[src/rtl/mem_access.sv]
// Memory-access pipeline stage: issues data-bus requests and builds writeback records.
// Optional MEM_MISALIGN_CHECK_EN traps size-misaligned memory records.
module mem_access #(
  parameter int ADDR_W = 64
) (
  input  logic              clk,
  input  logic              reset,
  input  logic              in_valid,
  output logic              in_ready,
  input  logic [63:0]       in_pc,
  input  logic [ADDR_W-1:0] in_alu_out,
  input  logic [63:0]       in_wdata,
  input  logic [4:0]        in_dst,
  input  logic              in_memread,
  input  logic              in_memwrite,
  input  logic              in_regwrite,
  input  logic [1:0]        in_size,
  input  logic              in_unsigned,
  output logic              dreq_valid,
  output logic [ADDR_W-1:0] dreq_addr,
  output logic [7:0]        dreq_strobe,
  output logic [63:0]       dreq_data,
  input  logic              dresp_ok,
  input  logic [63:0]       dresp_data,
  output logic              out_valid,
  output logic [63:0]       out_pc,
  output logic [63:0]       out_result,
  output logic [4:0]        out_dst,
`ifdef MEM_MISALIGN_CHECK_EN
  output logic              out_misalign,
`endif
  output logic              out_wen
);

  typedef enum logic {S_IDLE, S_WAIT} state_e;

  state_e            state_q;
  logic [ADDR_W-1:0] addr_q;
  logic [1:0]        size_q;
  logic              uns_q;
  logic              load_q;
  logic              wen_q;
  logic [63:0]       pc_q;
  logic [4:0]        dst_q;

  logic              dvalid_q;
  logic [ADDR_W-1:0] daddr_q;
  logic [7:0]        dstrb_q;
  logic [63:0]       ddata_q;
  logic              ovalid_q;
  logic [63:0]       opc_q;
  logic [63:0]       ores_q;
  logic [4:0]        odst_q;
  logic              owen_q;

  logic              is_mem;
  logic [2:0]        off;
  logic [7:0]        mask;
  logic [7:0]        strobe_d;
  logic [63:0]       wdata_d;
  logic [63:0]       shifted;
  logic [63:0]       load_d;

  assign in_ready    = (state_q == S_IDLE);
  assign dreq_valid  = dvalid_q;
  assign dreq_addr   = daddr_q;
  assign dreq_strobe = dstrb_q;
  assign dreq_data   = ddata_q;
  assign out_valid   = ovalid_q;
  assign out_pc      = opc_q;
  assign out_result  = ores_q;
  assign out_dst     = odst_q;
  assign out_wen     = owen_q;

  always_comb begin
    is_mem = in_memread | in_memwrite;
    off    = in_alu_out[2:0];
    mask   = 8'hFF;
    unique case (in_size)
      2'd0:    mask = 8'h01;
      2'd1:    mask = 8'h03;
      2'd2:    mask = 8'h0F;
      default: mask = 8'hFF;
    endcase
    // loads never drive strobes, even if memwrite is also set
    strobe_d = 8'h00;
    if (in_memwrite && !in_memread)
      strobe_d = mask << off;
    wdata_d = in_wdata << {off, 3'b000};
    shifted = dresp_data >> {addr_q[2:0], 3'b000};
    load_d  = shifted;
    unique case (size_q)
      2'd0: load_d = uns_q ? {56'd0, shifted[7:0]}
                           : {{56{shifted[7]}}, shifted[7:0]};
      2'd1: load_d = uns_q ? {48'd0, shifted[15:0]}
                           : {{48{shifted[15]}}, shifted[15:0]};
      2'd2: load_d = uns_q ? {32'd0, shifted[31:0]}
                           : {{32{shifted[31]}}, shifted[31:0]};
      default: load_d = shifted;
    endcase
  end

`ifdef MEM_MISALIGN_CHECK_EN
  logic       mis_d;
  logic       omis_q;
  logic [2:0] amask;

  always_comb begin
    amask = 3'd0;
    unique case (in_size)
      2'd0:    amask = 3'd0;
      2'd1:    amask = 3'd1;
      2'd2:    amask = 3'd3;
      default: amask = 3'd7;
    endcase
    mis_d = |(off & amask);
  end

  assign out_misalign = omis_q;
`endif

  always_ff @(posedge clk or posedge reset) begin
    if (reset) begin
      state_q  <= S_IDLE;
      addr_q   <= '0;
      size_q   <= 2'd0;
      uns_q    <= 1'b0;
      load_q   <= 1'b0;
      wen_q    <= 1'b0;
      pc_q     <= 64'd0;
      dst_q    <= 5'd0;
      dvalid_q <= 1'b0;
      daddr_q  <= '0;
      dstrb_q  <= 8'd0;
      ddata_q  <= 64'd0;
      ovalid_q <= 1'b0;
      opc_q    <= 64'd0;
      ores_q   <= 64'd0;
      odst_q   <= 5'd0;
      owen_q   <= 1'b0;
`ifdef MEM_MISALIGN_CHECK_EN
      omis_q   <= 1'b0;
`endif
    end else begin
      ovalid_q <= 1'b0;
`ifdef MEM_MISALIGN_CHECK_EN
      omis_q   <= 1'b0;
`endif
      unique case (state_q)
        S_IDLE: begin
          if (in_valid) begin
            if (!is_mem) begin
              ovalid_q <= 1'b1;
              opc_q    <= in_pc;
              ores_q   <= 64'(in_alu_out);
              odst_q   <= in_dst;
              owen_q   <= in_regwrite && (in_dst != 5'd0);
            end
`ifdef MEM_MISALIGN_CHECK_EN
            else if (mis_d) begin
              ovalid_q <= 1'b1;
              opc_q    <= in_pc;
              ores_q   <= 64'(in_alu_out);
              odst_q   <= in_dst;
              owen_q   <= 1'b0;
              omis_q   <= 1'b1;
            end
`endif
            else begin
              state_q  <= S_WAIT;
              addr_q   <= in_alu_out;
              size_q   <= in_size;
              uns_q    <= in_unsigned;
              load_q   <= in_memread;
              wen_q    <= in_regwrite && (in_dst != 5'd0);
              pc_q     <= in_pc;
              dst_q    <= in_dst;
              dvalid_q <= 1'b1;
              daddr_q  <= in_alu_out;
              dstrb_q  <= strobe_d;
              ddata_q  <= wdata_d;
            end
          end
        end
        S_WAIT: begin
          if (dresp_ok) begin
            state_q  <= S_IDLE;
            dvalid_q <= 1'b0;
            ovalid_q <= 1'b1;
            opc_q    <= pc_q;
            odst_q   <= dst_q;
            owen_q   <= load_q && wen_q;
            ores_q   <= load_q ? load_d : 64'(addr_q);
          end
        end
        default: state_q <= S_IDLE;
      endcase
    end
  end

endmodule

[config.mk]
export PLATFORM = sky130hd
export DESIGN_NAME = mem_access
export DESIGN_NICKNAME = d
export VERILOG_FILES = /design/src/rtl/mem_access.sv
export SDC_FILE = /design/constraint.sdc
export NUM_CORES = 1
export LEC_CHECK = 0
export ABC_AREA = 1
export CAP_MARGIN = 20
export CORE_AREA = 2 2 210 212
export CTS_CLUSTER_DIAMETER = 100
export DETAILED_ROUTE_END_ITERATION = 10
export DIE_AREA = 0 0 212 214
export PLACE_DENSITY = 0.81
export SLEW_MARGIN = 10
export SYNTH_ARGS = -nofsm -noshare
export SYNTH_HDL_FRONTEND = slang
export SYNTH_SLANG_ARGS = --single-unit
[constraint.sdc]
create_clock -name clk -period 12.4 [get_ports clk]
set_input_delay 1.24 -clock clk [delete_from_list [all_inputs] [get_ports clk]]
set_output_delay 1.24 -clock clk [all_outputs]
set_load 0.03 [all_outputs]
== Yosys cells after proc, flatten, opt, wreduce, memory -nomap -nowiden ==
Index checks and enable logic that the tools add are counted.

* Register bits after elaboration: 347
* Output and inout port bits: 273
* Input bits: 271

* Reduce and logical (&&, ||, !) cells: 10
* Bitwise operators: 2
* Muxes and demuxes: 35
* Equality and inequality tests: 8
* Shift operators: 3

{| class="wikitable"
|+ Operators by type and width
! cell !! number
|-
| $mux 64 || 10
|-
| $pmux 64 s2 || 2
|-
| $pmux 64 s3 || 1
|-
| $shl 64x6->64 || 1
|-
| $shr 64x6->64 || 1
|-
| $pmux 8 s3 || 1
|-
| $mux 5 || 3
|-
| $mux 1 || 12
|-
| $pmux 5 s2 || 1
|-
| $reduce_and 3->1 || 3
|-
| $mux 8 || 1
|-
| $pmux 1 s2 || 4
|-
| $shl 8x3->8 || 1
|-
| $ne 2x2->1 const B || 3
|-
| $reduce_bool 5->1 || 1
|-
| $eq 2x1->1 const B || 2
|-
| $eq 2x2->1 const B || 2
|-
| $logic_not 2->1 || 2
|-
| $logic_and 1x1->1 || 3
|-
| $ne 2x1->1 const B || 1
|-
| $logic_not 1->1 || 1
|-
| $not 1->1 || 1
|-
| $or 1x1->1 || 1
|}

== Depth between registers and ports, before layout ==
* Depth in word-level cells: 6
* Mapped depth: 12

== Least setup slack after synthesis ==
OpenSTA, ideal clock, no wires.

* Path kind: register -> output
* Start point: reg state_q
* End point: out in_ready
* Arrival time: 1.354 ns
* Required time: 11.160 ns
* Path slack: 9.806 ns
* Cell stages (with the launch flop): 6
* Path buffers: 4
* Cell sequence: dfrtp_1 > buf_2 > inv_2 > buf_2 > buf_2 > buf_1

* Word-level cells in the longest chain between the ends: 1

{| class="wikitable"
|+ Ends and longest elaborated chain
! what !! RTL line !! RTL
|-
| start, declared || 37 || <nowiki>state_e state_q;</nowiki>
|-
| start signal, assigned || 124 || <nowiki>state_q <= S_IDLE;</nowiki>
|-
| start signal, assigned || 170 || <nowiki>state_q <= S_WAIT;</nowiki>
|-
| start signal, assigned || 187 || <nowiki>state_q <= S_IDLE;</nowiki>
|-
| $not 1->1 (no line) || n/a ||
|-
| end, declared || 9 || <nowiki>output logic in_ready,</nowiki>
|}

No other way between the ends.

== Final worst setup path ==
* Start point: in in_memwrite
* End point: reg ddata_q[36], in the netlist dreq_data[36]

* Word-level cells in the longest chain between the ends: 2

{| class="wikitable"
|+ Ends and longest elaborated chain
! what !! RTL line !! RTL
|-
| start, declared || 15 || <nowiki>input logic in_memwrite,</nowiki>
|-
| $or 1x1->1 || 76 || <nowiki>is_mem = in_memread | in_memwrite;</nowiki>
|-
| $reduce_and 3->1 (no line) || n/a ||
|-
| end signal, assigned || 181 || <nowiki>ddata_q <= wdata_d;</nowiki>
|-
| end, declared || 49 || <nowiki>logic [63:0] ddata_q;</nowiki>
|}

No other way between the ends.
A chain may end at the register's enable or synchronous reset.

==> key figures <==
Run status
  – Status: completed

Global route
  – GRT overflow: 0
  – Vias in the first global route: 18,669
  – Largest net degree at the start of global routing: 141
  – Total GRT Usage: 31.7%
  – First-pass GRT wire length: 111,000 µm
  – Initial antenna violation count: 5

Cells and area
  – Fill cells: 3,826
  – Multi-input logic area: 0.00819 mm²
  – Final net count: 3,155
  – Share of layout cells above drive strength 1: 3.81%
  – Register area: 0.00869 mm²
  – Synth-to-Final Area Change: 38.2%

Timing
  – Part of the cycle the worst path needs: 33.8%
  – Finish-stage setup viols: 0
  – Final setup margin: 8210 ps
  – Worst Max-Slew Pin Slew: 1120 ps
  – Final hold violation count: 0
  – RSZ-0062 raised after global routing: no
  – Fin. max-slew vios: 0
  – Clock Skews: 17.3 ps
  – Final min period: 4190 ps
  – Setup TNS: 0 ps
  – Maximum clock rate: 239 MHz
  – Rel. slew slack: 25.5%

Floorplan
  – Die area: 0.0454 mm²
  – Starting Density: 42.3%
  – Core Area: 0.0429 mm²
  – Num rows: 76
  – Die extent in x: 212 µm
  – Die H: 214 µm
  – Num ports: 544

Min path
  – Hold Crit Class: reg -> reg
  – Hold-critical path depth: 2
  – Worst hold endpoint: pc_q[47]
  – Hold Path Origin: pc_q[47]

Synth
  – Mux cell area share after synthesis: 1.43%
  – Register bit count reported by yosys: 347
  – Xor and xnor area share after synthesis: 0%
  – Library cells used by synthesis: 33
  – FFs w/ async S/R, synth: 100%
  – Top FF cell, synth: dfrtp_1
  – Sequential area share after synthesis: 47.8%
  – Synth warn: 0
  – Post-Synth Simple-Gate Area: 27.4%
  – Synth Area in Compound Gates: 16.2%
  – Cell accounting for the most synthesized area: dfrtp_1
  – Most common cell in the netlist: nand2_1
  – Largest family of logic cells by synthesized area: simple AND/OR/NAND/NOR gates
  – Syn avg cell area: 7.39 µm²
  – Synth Instances: 2,457
  – Area contributors post-synth: dfrtp_1 48%, nand2_1 19%, a21oi_1 6.1%
  – Adder-Cell Fraction of Synth Area: 0%
  – Mapped Area: 0.0181 mm²
  – Post-synth EDFFs: 0
  – Commonest cells in the netlist: 912 x nand2_1, 347 x dfrtp_1, 220 x a21oi_1, 165 x nor2_1, 159 x o21ai_0
  – Synth Net Count: 2,728
  – Synth top area share: 47.8%

Power
  – Leakage: 0.0114 µW
  – Final Power: 4950 µW
  – Cell Int Power: 2910 µW
  – Sequential power share: 33.0%
  – Comb power frac: 42.8%
  – Clock network power share: 24.2%
  – P_sw: 2040 µW
  – Sw Ratio: 41.2%
  – Cell Pwr Density: 197 mW/mm²
  – Max VDD drop: 0.106 mV

Setup path
  – Critical Path Sink Type: flop
  – CP max-delay cell: buf_4
  – Max FO, Critical Path: 89
  – Bufs and invs on worst path: 5
  – R2r setup slk: 8300 ps
  – WP data required: 12,870 ps
  – R2R depth: 9
  – Max stage delay on crit path: 820 ps
  – RR Endpoint: dreq_data[36]
  – Startpoint types: primary input
  – CP delay by family, top: buffers and inverters
  – Worst r2r src: state_q
  – CP cell instances: clkdlybuf4s50_1, nor2_1, nor2_4, buf_4, inv_4, nor2_4, buf_4, inv_2, o221ai_1
  – Crit Path Class: in -> reg
  – Critical path data arrival time: 4650 ps

Clock tree
  – Hold buffers post-CTS: 0
  – Post-CTS Setup Inserts: 0
  – Worst-path clk slew: 60 ps
  – CTS max path bufs: 3
  – Clk sinks: 347
  – H-tree levels: 2
  – Root Driver: clkbuf_16
  – CTS tree: built
  – Clock buffer count from CTS: 39
  – Post-CTS sizing: 0
  – Worst-skew pair later-pin latency: 560 ps

Drt
  – Vias: 19,490
  – Drt via density: 5.57
  – ANT nets after route: 0
  – # DRC: 0
  – WL/cell: 21.2 µm
  – DRT Pass-1 Iters: 5
  – Drt total wl: 74,100 µm
  – DRT iter0 DRCs: 2,062

Placed design
  – Routability cong.: 0.991
  – I/O Buffers: 543
  – HPWL after DPL: 52,000 µm
  – Setup WS pre-CTS: 7680 ps

Flow run
  – Max Cap Viol: 0
==> through the flow <==
step / hold WS [ps] / cell area (µm²) / util (%) / instances
after floorplan: 442 / 18100 / - / 2457
after global placement: 453 / 23700 / 55.3 / 3425
after detailed placement: 459 / 23700 / 55.3 / 3425
after CTS: 472 / 25000 / 58.3 / 3493
after global routing: 491 / 25100 / 58.5 / 3498
final: 471 / 25100 / 58.5 / 3499
==> power groups by stage <==
| stage | sequential [µW] | clock (µW) | combinational, µW |
|---|---|---|---|
| after floorplan | 2070 | 0 | 745 |
| after global placement | 1640 | 0 | 2070 |
| after detailed placement | 1640 | 0 | 2100 |
| after CTS | 1630 | 1210 | 2110 |
| after global routing | 1660 | 1260 | 2260 |
| final | 1630 | 1200 | 2120 |
==> worst min-delay path: stages, from the launching register on <==
cell,delay (ps)
dfrtp_1,340
nand2_1,50
nand2_1,50
==> how the worst max path moves through the flow <==
stage          slack [ps]   startpoint       endpoint  cells past startpoint
4_1_cts              8280  in_memwrite        state_q                      7
3_3_place_gp         7750  in_memwrite        state_q                      7
3_5_place_dp         7680  in_memwrite        state_q                      7
2_1_floorplan        1540        reset   dreq_addr[0]                      1
5_1_grt              8010  in_memwrite  dreq_data[18]                      9
6_report             8210  in_memwrite  dreq_data[36]                      9
==> cell families (layout without fill, tap and decap cells) <==
| family | after synthesis | count (layout) |
|---|---|---|
| multiplexers | 26 | 26 |
| flip-flops | 347 | 347 |
| other | 0 | 3 |
| buffers and inverters | 308 | 762 |
| AO/OA/AOI/OAI | 526 | 526 |
| AND/OR/NAND/NOR | 1250 | 1250 |
==> area by class of cell <==
cell class	count	share of cell area, %
sequential	347	34.6
multi-input combinational	1802	32.6
timing repair buffer	567	22.6
clock buffer	59	4.63
tap	585	2.92
inverter	127	1.99
clock inverter	9	0.593
antenna	3	0.0299
==> registers in the layout, indices dropped and copies added (netlist names), 2 cells and up <==
register and flops:
dreq_data 64, dst_q 5, dreq_strobe 8, size_q 2, pc_q 64, out_pc 64, out_dst 5, dreq_addr 64
out_result 64
==> placed cells by master, fill, tap and decap left out, drive strengths merged, types with 32 or more instances in the layout <==
| cell | Yosys | final |
|---|---|---|
| inv | 127 | 130 |
| nand2 | 913 | 913 |
| nor2 | 167 | 167 |
| a31oi | 70 | 70 |
| clkdlybuf4s50 | 0 | 541 |
| nand4 | 32 | 32 |
| clkbuf | 80 | 59 |
| nand3 | 136 | 136 |
| o21ai | 164 | 164 |
| dfrtp | 347 | 347 |
| a21oi | 222 | 222 |
==> routing by layer <==
metal | share of wire (%) | track usage (%) | vias to the layer above
li1 | - | - | 8922
met1 | 37 | 38.8 | 9269
met2 | 47 | 52.2 | 1093
met3 | 10 | 8.34 | 202
met4 | 5.1 | 15.0 | 4
met5 | 0.036 | 0 | -
Power figures use the tool's default switching activity.
